`src/rtl/muller_c_sync.sv`:
```
// Clocked array of WIDTH independent NIN-input Muller C-elements with input synchronisers,
// optional asymmetric (plus-input) release, transition strobes and a saturating counter.
module muller_c_sync #(
    parameter int unsigned WIDTH       = 4,
    parameter int unsigned NIN         = 2,
    parameter int unsigned SYNC_STAGES = 2,
    parameter logic        INIT        = 1'b0,
    parameter int unsigned CNT_W       = 8
) (
    input  logic                   clk,
    input  logic                   rst_n,
    input  logic [WIDTH*NIN-1:0]   in_data,
    input  logic                   asym,
    input  logic [NIN-1:0]         plus_mask,
    input  logic                   en,
    input  logic                   clr_cnt,
    output logic [WIDTH-1:0]       c_out,
    output logic [WIDTH-1:0]       c_rise,
    output logic [WIDTH-1:0]       c_fall,
    output logic                   all_high,
    output logic                   all_low,
    output logic [CNT_W-1:0]       trans_cnt
);

    localparam int unsigned N  = WIDTH * NIN;
    localparam int unsigned PW = $clog2(WIDTH + 1);
    localparam int unsigned SW = ((CNT_W > PW) ? CNT_W : PW) + 1;

    logic [N-1:0] s;

    generate
        if (SYNC_STAGES == 0) begin : g_nosync
            assign s = in_data;
        end else begin : g_sync
            logic [N-1:0] sync_q [SYNC_STAGES];

            always_ff @(posedge clk or negedge rst_n) begin
                if (!rst_n) begin
                    for (int unsigned i = 0; i < SYNC_STAGES; i++) begin
                        sync_q[i] <= {N{INIT}};
                    end
                end else begin
                    sync_q[0] <= in_data;
                    for (int unsigned i = 1; i < SYNC_STAGES; i++) begin
                        sync_q[i] <= sync_q[i-1];
                    end
                end
            end

            assign s = sync_q[SYNC_STAGES-1];
        end
    endgenerate

    logic [WIDTH-1:0] c_q, c_d, rise_q, rise_d, fall_q, fall_d;
    logic [CNT_W-1:0] cnt_q, cnt_d;
    logic [NIN-1:0]   fall_mask;
    logic [PW-1:0]    pop;
    logic [SW-1:0]    sum, cnt_max;

    // An all-ones plus_mask would leave no bit to release on, so fall back to symmetric.
    assign fall_mask = (asym && (plus_mask != {NIN{1'b1}})) ? ~plus_mask : {NIN{1'b1}};

    always_comb begin
        c_d = c_q;
        if (en) begin
            for (int unsigned k = 0; k < WIDTH; k++) begin
                if (&s[k*NIN +: NIN]) begin
                    c_d[k] = 1'b1;
                end else if ((s[k*NIN +: NIN] & fall_mask) == '0) begin
                    c_d[k] = 1'b0;
                end
            end
        end
        rise_d = c_d & ~c_q;
        fall_d = ~c_d & c_q;
    end

    always_comb begin
        pop = '0;
        for (int unsigned k = 0; k < WIDTH; k++) begin
            pop = pop + PW'(rise_d[k] | fall_d[k]);
        end
        sum     = SW'(cnt_q) + SW'(pop);
        cnt_max = SW'({CNT_W{1'b1}});
        if (clr_cnt) begin
            cnt_d = '0;
        end else if (sum > cnt_max) begin
            cnt_d = cnt_max[CNT_W-1:0];
        end else begin
            cnt_d = sum[CNT_W-1:0];
        end
    end

    always_ff @(posedge clk or negedge rst_n) begin
        if (!rst_n) begin
            c_q    <= {WIDTH{INIT}};
            rise_q <= '0;
            fall_q <= '0;
            cnt_q  <= '0;
        end else begin
            c_q    <= c_d;
            rise_q <= rise_d;
            fall_q <= fall_d;
            cnt_q  <= cnt_d;
        end
    end

    assign c_out     = c_q;
    assign c_rise    = rise_q;
    assign c_fall    = fall_q;
    assign trans_cnt = cnt_q;
    assign all_high  = &c_q;
    assign all_low   = ~|c_q;

endmodule

```
`config.mk`:
```
export PLATFORM = sky130hd
export DESIGN_NAME = muller_c_sync
export DESIGN_NICKNAME = d
export VERILOG_FILES = /design/src/rtl/muller_c_sync.sv
export SDC_FILE = /design/constraint.sdc
export NUM_CORES = 1
export LEC_CHECK = 0
export CAP_MARGIN = 20
export CORE_MARGIN = 4
export CORE_UTILIZATION = 50
export CTS_CLUSTER_DIAMETER = 200
export DETAILED_ROUTE_END_ITERATION = 7
export PLACE_DENSITY = 0.83
export SYNTH_ARGS = -nofsm -noshare
export SYNTH_HDL_FRONTEND = slang
export SYNTH_SLANG_ARGS = --single-unit
```
`constraint.sdc`:
```
create_clock -name clk -period 9.5 [get_ports clk]
set_input_delay 2.85 -clock clk [delete_from_list [all_inputs] [get_ports clk]]
set_output_delay 2.85 -clock clk [all_outputs]
set_load 0.02 [all_outputs]
```
==> results of run 1 <==
==> per-stage QoR <==
stage / utilization [%] / hold slack [ns] / power, uW / setup slack [ns]
finish: 70.1 / 0.357 / 446 / 3.56
floorplan: - / 0.331 / 283 / 3.84
detailed placement: 67.3 / 0.335 / 344 / 3.18
global route: 70.1 / 0.368 / 479 / 3.37
CTS: 70.1 / 0.355 / 453 / 3.56
global placement: 67.3 / 0.332 / 337 / 3.31
==> layout make-up <==
class	instances	share of cell area, %
sequential	36	46.2
multi-input combinational	65	26.4
timing repair buffer	37	18.9
inverter	13	2.50
clock inverter	3	2.18
tap	31	1.99
clock buffer	5	1.92
==> cells by family (layout without fill, tap and decap cells) <==
group / count (synthesis) / in the layout / share of synthesized area [%]
buf+inv: 15 / 58 / 4.07
compound gates: 27 / 27 / 12.0
xor+xnor: 1 / 1 / 0.594
simple gates: 25 / 25 / 10.5
fa+ha+maj: 12 / 12 / 11.7
flops: 36 / 36 / 61.1
==> report_power, final <==
group	internal, uW	total [uW]	switching (uW)
clock network	54.8	106	51.1
logic	69.2	154	85.0
registers	171	186	14.6
==> state kept, by name, indices dropped and copies added, names as in the netlist <==
signal         cells
c_fall             4
c_out              4
c_rise             4
g_sync.sync_q      8
s                  8
trans_cnt          8
==> routing by layer <==
metal,GRT usage [%],routed length (um),vias to the layer above
met5,0,0,-
met4,8.49,81,0
met3,5.95,167,9
met2,26.8,1470,39
met1,18.5,1080,502
li1,-,-,493
==> Yosys cell counts, types with 2 or more instances <==
| cell type | n |
|---|---|
| and4_1 | 2 |
| dfrtp_1 | 36 |
| o21ai_0 | 8 |
| a22oi_1 | 4 |
| fa_1 | 3 |
| a21oi_1 | 7 |
| ha_1 | 9 |
| a22o_1 | 4 |
| and3b_1 | 2 |
| and4_4 | 2 |
| nor2_1 | 4 |
| inv_1 | 13 |
| nor4_1 | 2 |
| nor3_1 | 3 |
| nand2_1 | 6 |
==> worst max path at each step <==
| stage | endpoint | slack (ns) | cells past startpoint |
|---|---|---|---|
| 2_1_floorplan | trans_cnt[2] | 3.84 | 12 |
| 3_3_place_gp | trans_cnt[1] | 3.31 | 12 |
| 3_5_place_dp | trans_cnt[1] | 3.18 | 12 |
| 5_1_grt | trans_cnt[2] | 3.37 | 12 |
| 4_1_cts | trans_cnt[1] | 3.56 | 12 |
| 6_report | trans_cnt[1] | 3.56 | 12 |
==> out/metrics.yaml, run 1 <==
run_status:
  status: "completed"
power_and_ir_drop:
  ir_drop_mv: 0.174
  p_leak_uw: 0.000922
  p_per_area_nw_per_um2: 229
synthesis:
  synth_top_area_cell: "dfrtp_1"
  synth-seq-area-share_pct: 61.1
  synth-main-ff-cell: "dfrtp_1"
  syn_nets: 143
  synth_top_area_share_pct: 61.1
  yosysWarnings: 0
  synth-seq-cells: 36
  synthCells: 116
  synth_edf_count: 0
  synth_area_leaders: "dfrtp_1 61%, ha_1 7.6%, fa_1 4.1%"
  ys_types: 26
  syn_area_per_cell_um2: 12.7
  async_reset_ff_share_pct: 100
  synthesis.area_um2: 1480
setup_path:
  cp.required_ns: 9.72
  critPathKind: "primary input to register"
  crit_fanout: 8
  r2r-end: "trans_cnt[1]"
  critPathBufInv: 2
  cp_top_family: "adder cells"
  cp_slowest_cell: "fa_1"
  crit_start: "asym"
  reg2reg_depth: 11
  max_stage_delay_ns: 0.51
  cp-start-kind: "primary input"
  arrival_ns: 6.16
  r2r_slack_ns: 6.16
  cpMostUsedCell: "fa_1"
  cp-end-kind: "register"
  r2r_start: "c_out[0]"
  crit_chain: "clkdlybuf4s50_1 -> and3b_1 -> o21ai_0 -> a22o_1 -> ha_1 -> fa_1 -> inv_1 -> fa_1 -> fa_1 -> and4_4 -> a21oi_1 -> nor2_1"
clock_tree:
  cts.sinks: 36
  clock_path_buffers: 2
  cts-buffers-inserted: 5
  clock_latency_ns: 0.34
  htree_levels: 2
  cts_setup_buffers: 0
  cts_tree: "yes"
  cts_root_buffer: "clkbuf_4"
  postCtsHoldBufs: 0
  cts.repair.resized: 0
  cts.clk_slew.worst_paths_ns: 0.10
cells_and_area:
  drive_gt1_share_pct: 9.43
  final_cells: 190
  design_area_um2: 1950
  fillers: 207
  multi_input_area_um2: 514
  syn2layout_area_growth_pct: 32.2
  fin_nets: 185
  seqCellArea_um2: 901
  final_cell_mix: "36 x dfrtp_1, 36 x clkdlybuf4s50_1, 13 x inv_1"
  antenna_cells: 0
timing:
  grt_setup_unrepaired: "no"
  max_slew_margin_pct: 71.9
  worstMarginPinSlew_ns: 0.421
  maxSlewViolCount: 0
  setup_viol: 0
  fin_crit_sh_pct: 62.5
  timing_hold_violations_final: 0
  fmax_ghz: 0.168
  final.setup.tns_ns: 0
  skew_ns: 0.0106
  fin_crit_ns: 5.94
min_path:
  min_path_cells: 0
  hold_end: "s[7]"
  hp-class: "register to register"
  worstHoldStart: "g_sync.sync_q[15]"
routing:
  wl_per_cell_um: 14.8
  firstDrtPassIters: 4
  drcViolationCount: 0
  vias_per_cell: 5.49
  wirelength_um: 2810
  num_vias: 1043
  drtIter0Drc: 50
  ant_nets: 0
floorplan:
  fp.dieArea_um2: 3880
  die-width_um: 62.3
  initial_core_util_pct: 53.0
  io_pins: 37
  die_h_um: 62.3
  rows: 19
  core_um2: 2780
global_route:
  overflow: 0
  antenna_found_initial: 0
  grt_pass1_wl_um: 4990
  grt_pass1_vias: 1092
  grt_max_degree: 37
  grt.total_usage_pct: 16.3
placement:
  post_dp_cell_area_um2: 1870
  dp.cells: 182
  gp_congestion: 0.863
  dp_hpwl_um: 2080
  io_buffers: 36
run:
  drv_cap: 0
(Power assumes the default switching activity.)
==> run 2, diff against run 1 <==
- CORE_UTILIZATION: 50 -> 43
- PLACE_DENSITY: 0.83 -> 0.76
- clock period: 9.5 -> 4.9 ns (I/O delays scaled with it)
==> run 2 against run 1 <==
Against the previous run: final cell count is 7.9% higher; non-clock buffer count did not move; worst setup slack got worse by 3.3 ns; critical endpoint is now trans_cnt[6]; critical path depth decreased by 1; clock power is 120% higher; sequential cell count stayed put.
==> out/metrics.yaml, run 2 (synthesized netlist as in run 1, its figures left out) <==
timing:
  grt_setup_unrepaired: "no"
  fmax_ghz: 0.216
  fin_crit_ns: 4.63
  setup_viol: 0
  max_slew_margin_pct: 71.6
  setup_slack_ns: 0.267
  skew_ns: 0.0114
  fin_crit_sh_pct: 94.6
  timing_hold_violations_final: 0
  worstMarginPinSlew_ns: 0.426
  final.setup.tns_ns: 0
  maxSlewViolCount: 0
setup_path:
  cp_top_family: "adder cells"
  arrival_ns: 4.88
  crit_start: "plus_mask[1]"
  max_stage_delay_ns: 0.51
  cp-start-kind: "primary input"
  cpMostUsedCell: "fa_1"
  crit_chain: "clkdlybuf4s50_1 -> and3b_1 -> o21ai_0 -> a22o_1 -> ha_1 -> fa_1 -> inv_1 -> fa_1 -> fa_1 -> and4b_2 -> nor3_1"
  cp.required_ns: 5.14
  crit_fanout: 8
  cp_slowest_cell: "fa_1"
  critPathKind: "primary input to register"
  critPathBufInv: 2
  cp-end-kind: "register"
  r2r_start: "c_out[0]"
global_route:
  grt_pass1_vias: 1088
  grt.total_usage_pct: 14.7
  grt_pass1_wl_um: 4920
  overflow: 0
  antenna_found_initial: 0
  grt_max_degree: 37
routing:
  firstDrtPassIters: 3
  num_vias: 1032
  wl_per_cell_um: 13.7
  vias_per_cell: 5.03
  ant_nets: 0
  wirelength_um: 2820
  drtIter0Drc: 30
  drcViolationCount: 0
clock_tree:
  clock_latency_ns: 0.33
  cts.sinks: 36
  htree_levels: 2
  cts-buffers-inserted: 5
  cts.repair.resized: 0
  cts_setup_buffers: 0
  cts_root_buffer: "clkbuf_4"
  cts.clk_slew.worst_paths_ns: 0.11
  clock_path_buffers: 2
  postCtsHoldBufs: 0
  cts_tree: "yes"
run:
  drv_cap: 0
placement:
  dp.cells: 197
  gp_congestion: 0.832
  io_buffers: 36
  dp_hpwl_um: 2070
  pre_cts_slack_ns: -0.0819
floorplan:
  io_pins: 37
  core_um2: 3340
  die_h_um: 66.6
  rows: 21
  fp.dieArea_um2: 4430
  die-width_um: 66.6
  initial_core_util_pct: 44.2
power_and_ir_drop:
  p_leak_uw: 0.000932
  p_per_area_nw_per_um2: 445
  ir_drop_mv: 0.211
cells_and_area:
  final_cell_mix: "36 x dfrtp_1, 36 x clkdlybuf4s50_1, 13 x inv_1"
  drive_gt1_share_pct: 9.43
  antenna_cells: 0
  final_cells: 205
  syn2layout_area_growth_pct: 34.5
  fin_nets: 185
  final_util_pct: 59.5
run_status:
  status: "completed"
min_path:
  worstHoldStart: "g_sync.sync_q[8]"
  hp-class: "register to register"
-- run 2: cell count changes in the layout (fill, tap and decap cells not counted), sizes merged --
cell	delta
clkbuf	+2
clkinv	-1
clkinvlp	-1
-- run 2: area by class of cell --
class	instances	area (um^2)
sequential	36	901
fill	276	1350
inverter	13	48.8
clock inverter	1	30.0
timing repair buffer	37	368
tap	46	57.6
clock buffer	7	65.1
multi-input combinational	65	514
-- run 2: worst paths after layout --
check | to | slack, ns | depth (start not counted)
setup / recovery | trans_cnt[6] | 0.27 | 11
hold reg to reg | s[0] | 0.35 | 0
min in group asynchronous | c_fall[1] | 1.55 | 2
setup reg to reg | trans_cnt[6] | 1.54 | 10
hold / removal | s[0] | 0.35 | 0
max in group asynchronous | s[6] | 3.05 | 2
-- run 2: worst reg2reg max path, delay by kind of cell (launching register included) --
| kind | cells | cell delay [ns] |
|---|---|---|
| buf+inv | 2 | 0.15 |
| compound gates | 2 | 0.48 |
| flops | 1 | 0.46 |
| simple gates | 2 | 0.45 |
| fa+ha+maj | 4 | 1.73 |
-- run 2: per-layer routing --
layer | part of all wire (%) | track usage, % | routed length, um
met1 | 44 | 18.0 | 1230
met5 | 0 | 0 | 0
met2 | 48 | 23.8 | 1350
met4 | 1.1 | 5.08 | 31
met3 | 7.1 | 5.56 | 199
-- run 2: per-stage QoR --
step	hold slack (ns)	total power, uW	instance area (um^2)
CTS	0.356	891	1980
floorplan	0.331	549	1480
global placement	0.332	657	1890
global route	0.371	946	1980
detailed placement	0.335	661	1890
finish	0.349	884	1980
-- run 2: power breakdown --
part | total [uW] | internal, uW | switching [uW]
sequential | 361 | 332 | 29.1
combinational | 295 | 133 | 162
clock | 228 | 135 | 92.2
total | 884 | 601 | 283
==> run 3, diff against run 2 <==
- CORE_ASPECT_RATIO: not set -> 0.6
==> run 3 against run 2 <==
Against the previous run: clock power shrank 8%; sequential share of layout area down 0.086 points; critical path depth up 1; design area up 0.19%; highest routed layer unchanged; worst hold slack improved by 0.0013 ns; combinational power is essentially flat; total power down 1.7%; clock skew shrank 0.0041 ns; global-route usage down 0.36 points; critical path type unchanged.
==> out/metrics.yaml, run 3 (synthesized netlist as in run 1, its figures left out) <==
timing:
  timing_hold_violations_final: 0
  fmax_ghz: 0.215
  setup_viol: 0
  setup_slack_ns: 0.248
  skew_ns: 0.00730
  worstMarginPinSlew_ns: 0.437
  fin_crit_sh_pct: 94.9
  maxSlewViolCount: 0
  grt_setup_unrepaired: "no"
  max_slew_margin_pct: 70.8
  fin_crit_ns: 4.65
  final.setup.tns_ns: 0
power_and_ir_drop:
  p_switching_uw: 291
  p_int_uw: 577
  p_sw_share_pct: 33.5
  p_leak_uw: 0.000937
  ir_drop_mv: 0.180
  pwr-share-clk_pct: 24.0
  p_per_area_nw_per_um2: 437
  seqPwrFrac_pct: 41.6
  p_comb_share_pct: 34.4
global_route:
  grt_max_degree: 37
  antenna_found_initial: 0
  overflow: 0
  grt_pass1_wl_um: 4880
  grt.total_usage_pct: 14.4
  grt_pass1_vias: 1111
setup_path:
  crit_fanout: 8
  max_stage_delay_ns: 0.51
  cpMostUsedCell: "fa_1"
  r2r-end: "trans_cnt[1]"
  cp_slowest_cell: "fa_1"
  crit_chain: "clkdlybuf4s50_1 -> and3b_1 -> o21ai_0 -> a22o_1 -> ha_1 -> fa_1 -> inv_1 -> fa_1 -> fa_1 -> and4_4 -> a21oi_1 -> nor2_1"
  cp.required_ns: 5.05
  r2r_start: "c_out[2]"
  critPathKind: "primary input to register"
  arrival_ns: 4.80
  crit_start: "asym"
  cp-end-kind: "register"
  cp_num_cells: 12
  r2r_slack_ns: 1.55
  cp-start-kind: "primary input"
  reg2reg_depth: 11
  critPathBufInv: 2
  cp_top_family: "adder cells"
  crit_path_end: "trans_cnt[1]"
cells_and_area:
  drive_gt1_share_pct: 10.0
  syn2layout_area_growth_pct: 34.8
  final_cell_mix: "36 x dfrtp_1, 36 x clkdlybuf4s50_1, 13 x inv_1"
  seqCellArea_um2: 901
  fin_nets: 186
  antenna_cells: 0
  final_cells: 205
  final_util_pct: 60.6
  fillers: 274
  multi_input_area_um2: 514
  design_area_um2: 1990
floorplan:
  die-width_um: 83.6
  io_pins: 37
  die_h_um: 53.4
  rows: 16
  initial_core_util_pct: 44.9
  fp.dieArea_um2: 4460
  core_um2: 3280
routing:
  vias_per_cell: 4.99
  drcViolationCount: 0
  wl_per_cell_um: 13.9
  num_vias: 1023
  drtIter0Drc: 14
  wirelength_um: 2850
  ant_nets: 0
  firstDrtPassIters: 4
placement:
  dp.cells: 197
  pre_cts_slack_ns: -0.0440
  io_buffers: 36
  dp_hpwl_um: 2150
  gp_congestion: 0.805
  post_dp_cell_area_um2: 1900
min_path:
  hp-class: "register to register"
run_status:
  status: "completed"
clock_tree:
  postCtsHoldBufs: 0
  cts.sinks: 36
  cts.repair.resized: 0
  clock_latency_ns: 0.28
  clock_path_buffers: 2
  cts_setup_buffers: 0
  cts_root_buffer: "clkbuf_8"
  cts_tree: "yes"
  htree_levels: 2
  cts-buffers-inserted: 5
  cts.clk_slew.worst_paths_ns: 0.07
run:
  drv_cap: 0
## run 3: changes by cell type in the layout (fill, tap and decap cells not counted)
cell	delta
buf_4	+1
clkinv_2	+2
bufinv_16	-1
clkbuf_8	+4
clkbuf_4	-5
## run 3: worst min path at each step
stage,end,depth (start not counted),startpoint,slack (ns)
finish,s[2],0,g_sync.sync_q[10],0.35
detailed placement,s[2],0,g_sync.sync_q[10],0.33
global placement,s[2],0,g_sync.sync_q[10],0.33
global route,s[7],0,g_sync.sync_q[15],0.36
floorplan,s[0],0,g_sync.sync_q[8],0.33
CTS,s[2],0,g_sync.sync_q[10],0.35
## run 3: final cells by class
cell class,count,area share [%]
Clock buffer,6,4.15
Clock inverter,2,0.503
Inverter,13,2.45
Multi-Input combinational cell,65,25.9
Sequential cell,36,45.3
Tap cell,45,2.83
Timing Repair Buffer,38,18.9
## run 3: power by group through the flow
| stage | clock network, uW | logic, uW | registers, uW |
|---|---|---|---|
| 5_1_grt | 230 | 336 | 366 |
| 4_1_cts | 216 | 303 | 361 |
| 3_5_place_dp | 0 | 301 | 367 |
| 2_1_floorplan | 0 | 152 | 397 |
| 3_3_place_gp | 0 | 288 | 365 |
| 6_report | 209 | 298 | 361 |
## run 3: routing by layer
layer,vias to the layer above,track usage [%],share of wire [%]
li1,491,-,-
met1,503,16.7,46
met2,27,24.8,48
met3,2,5.44,6.1
met4,0,5.08,0.28
met5,-,0,0
## run 3: per-stage QoR
stage | hold slack (ns) | power, uW
3_5_place_dp | 0.335 | 668
5_1_grt | 0.358 | 932
6_report | 0.350 | 868
2_1_floorplan | 0.331 | 549
3_3_place_gp | 0.332 | 652
4_1_cts | 0.351 | 880
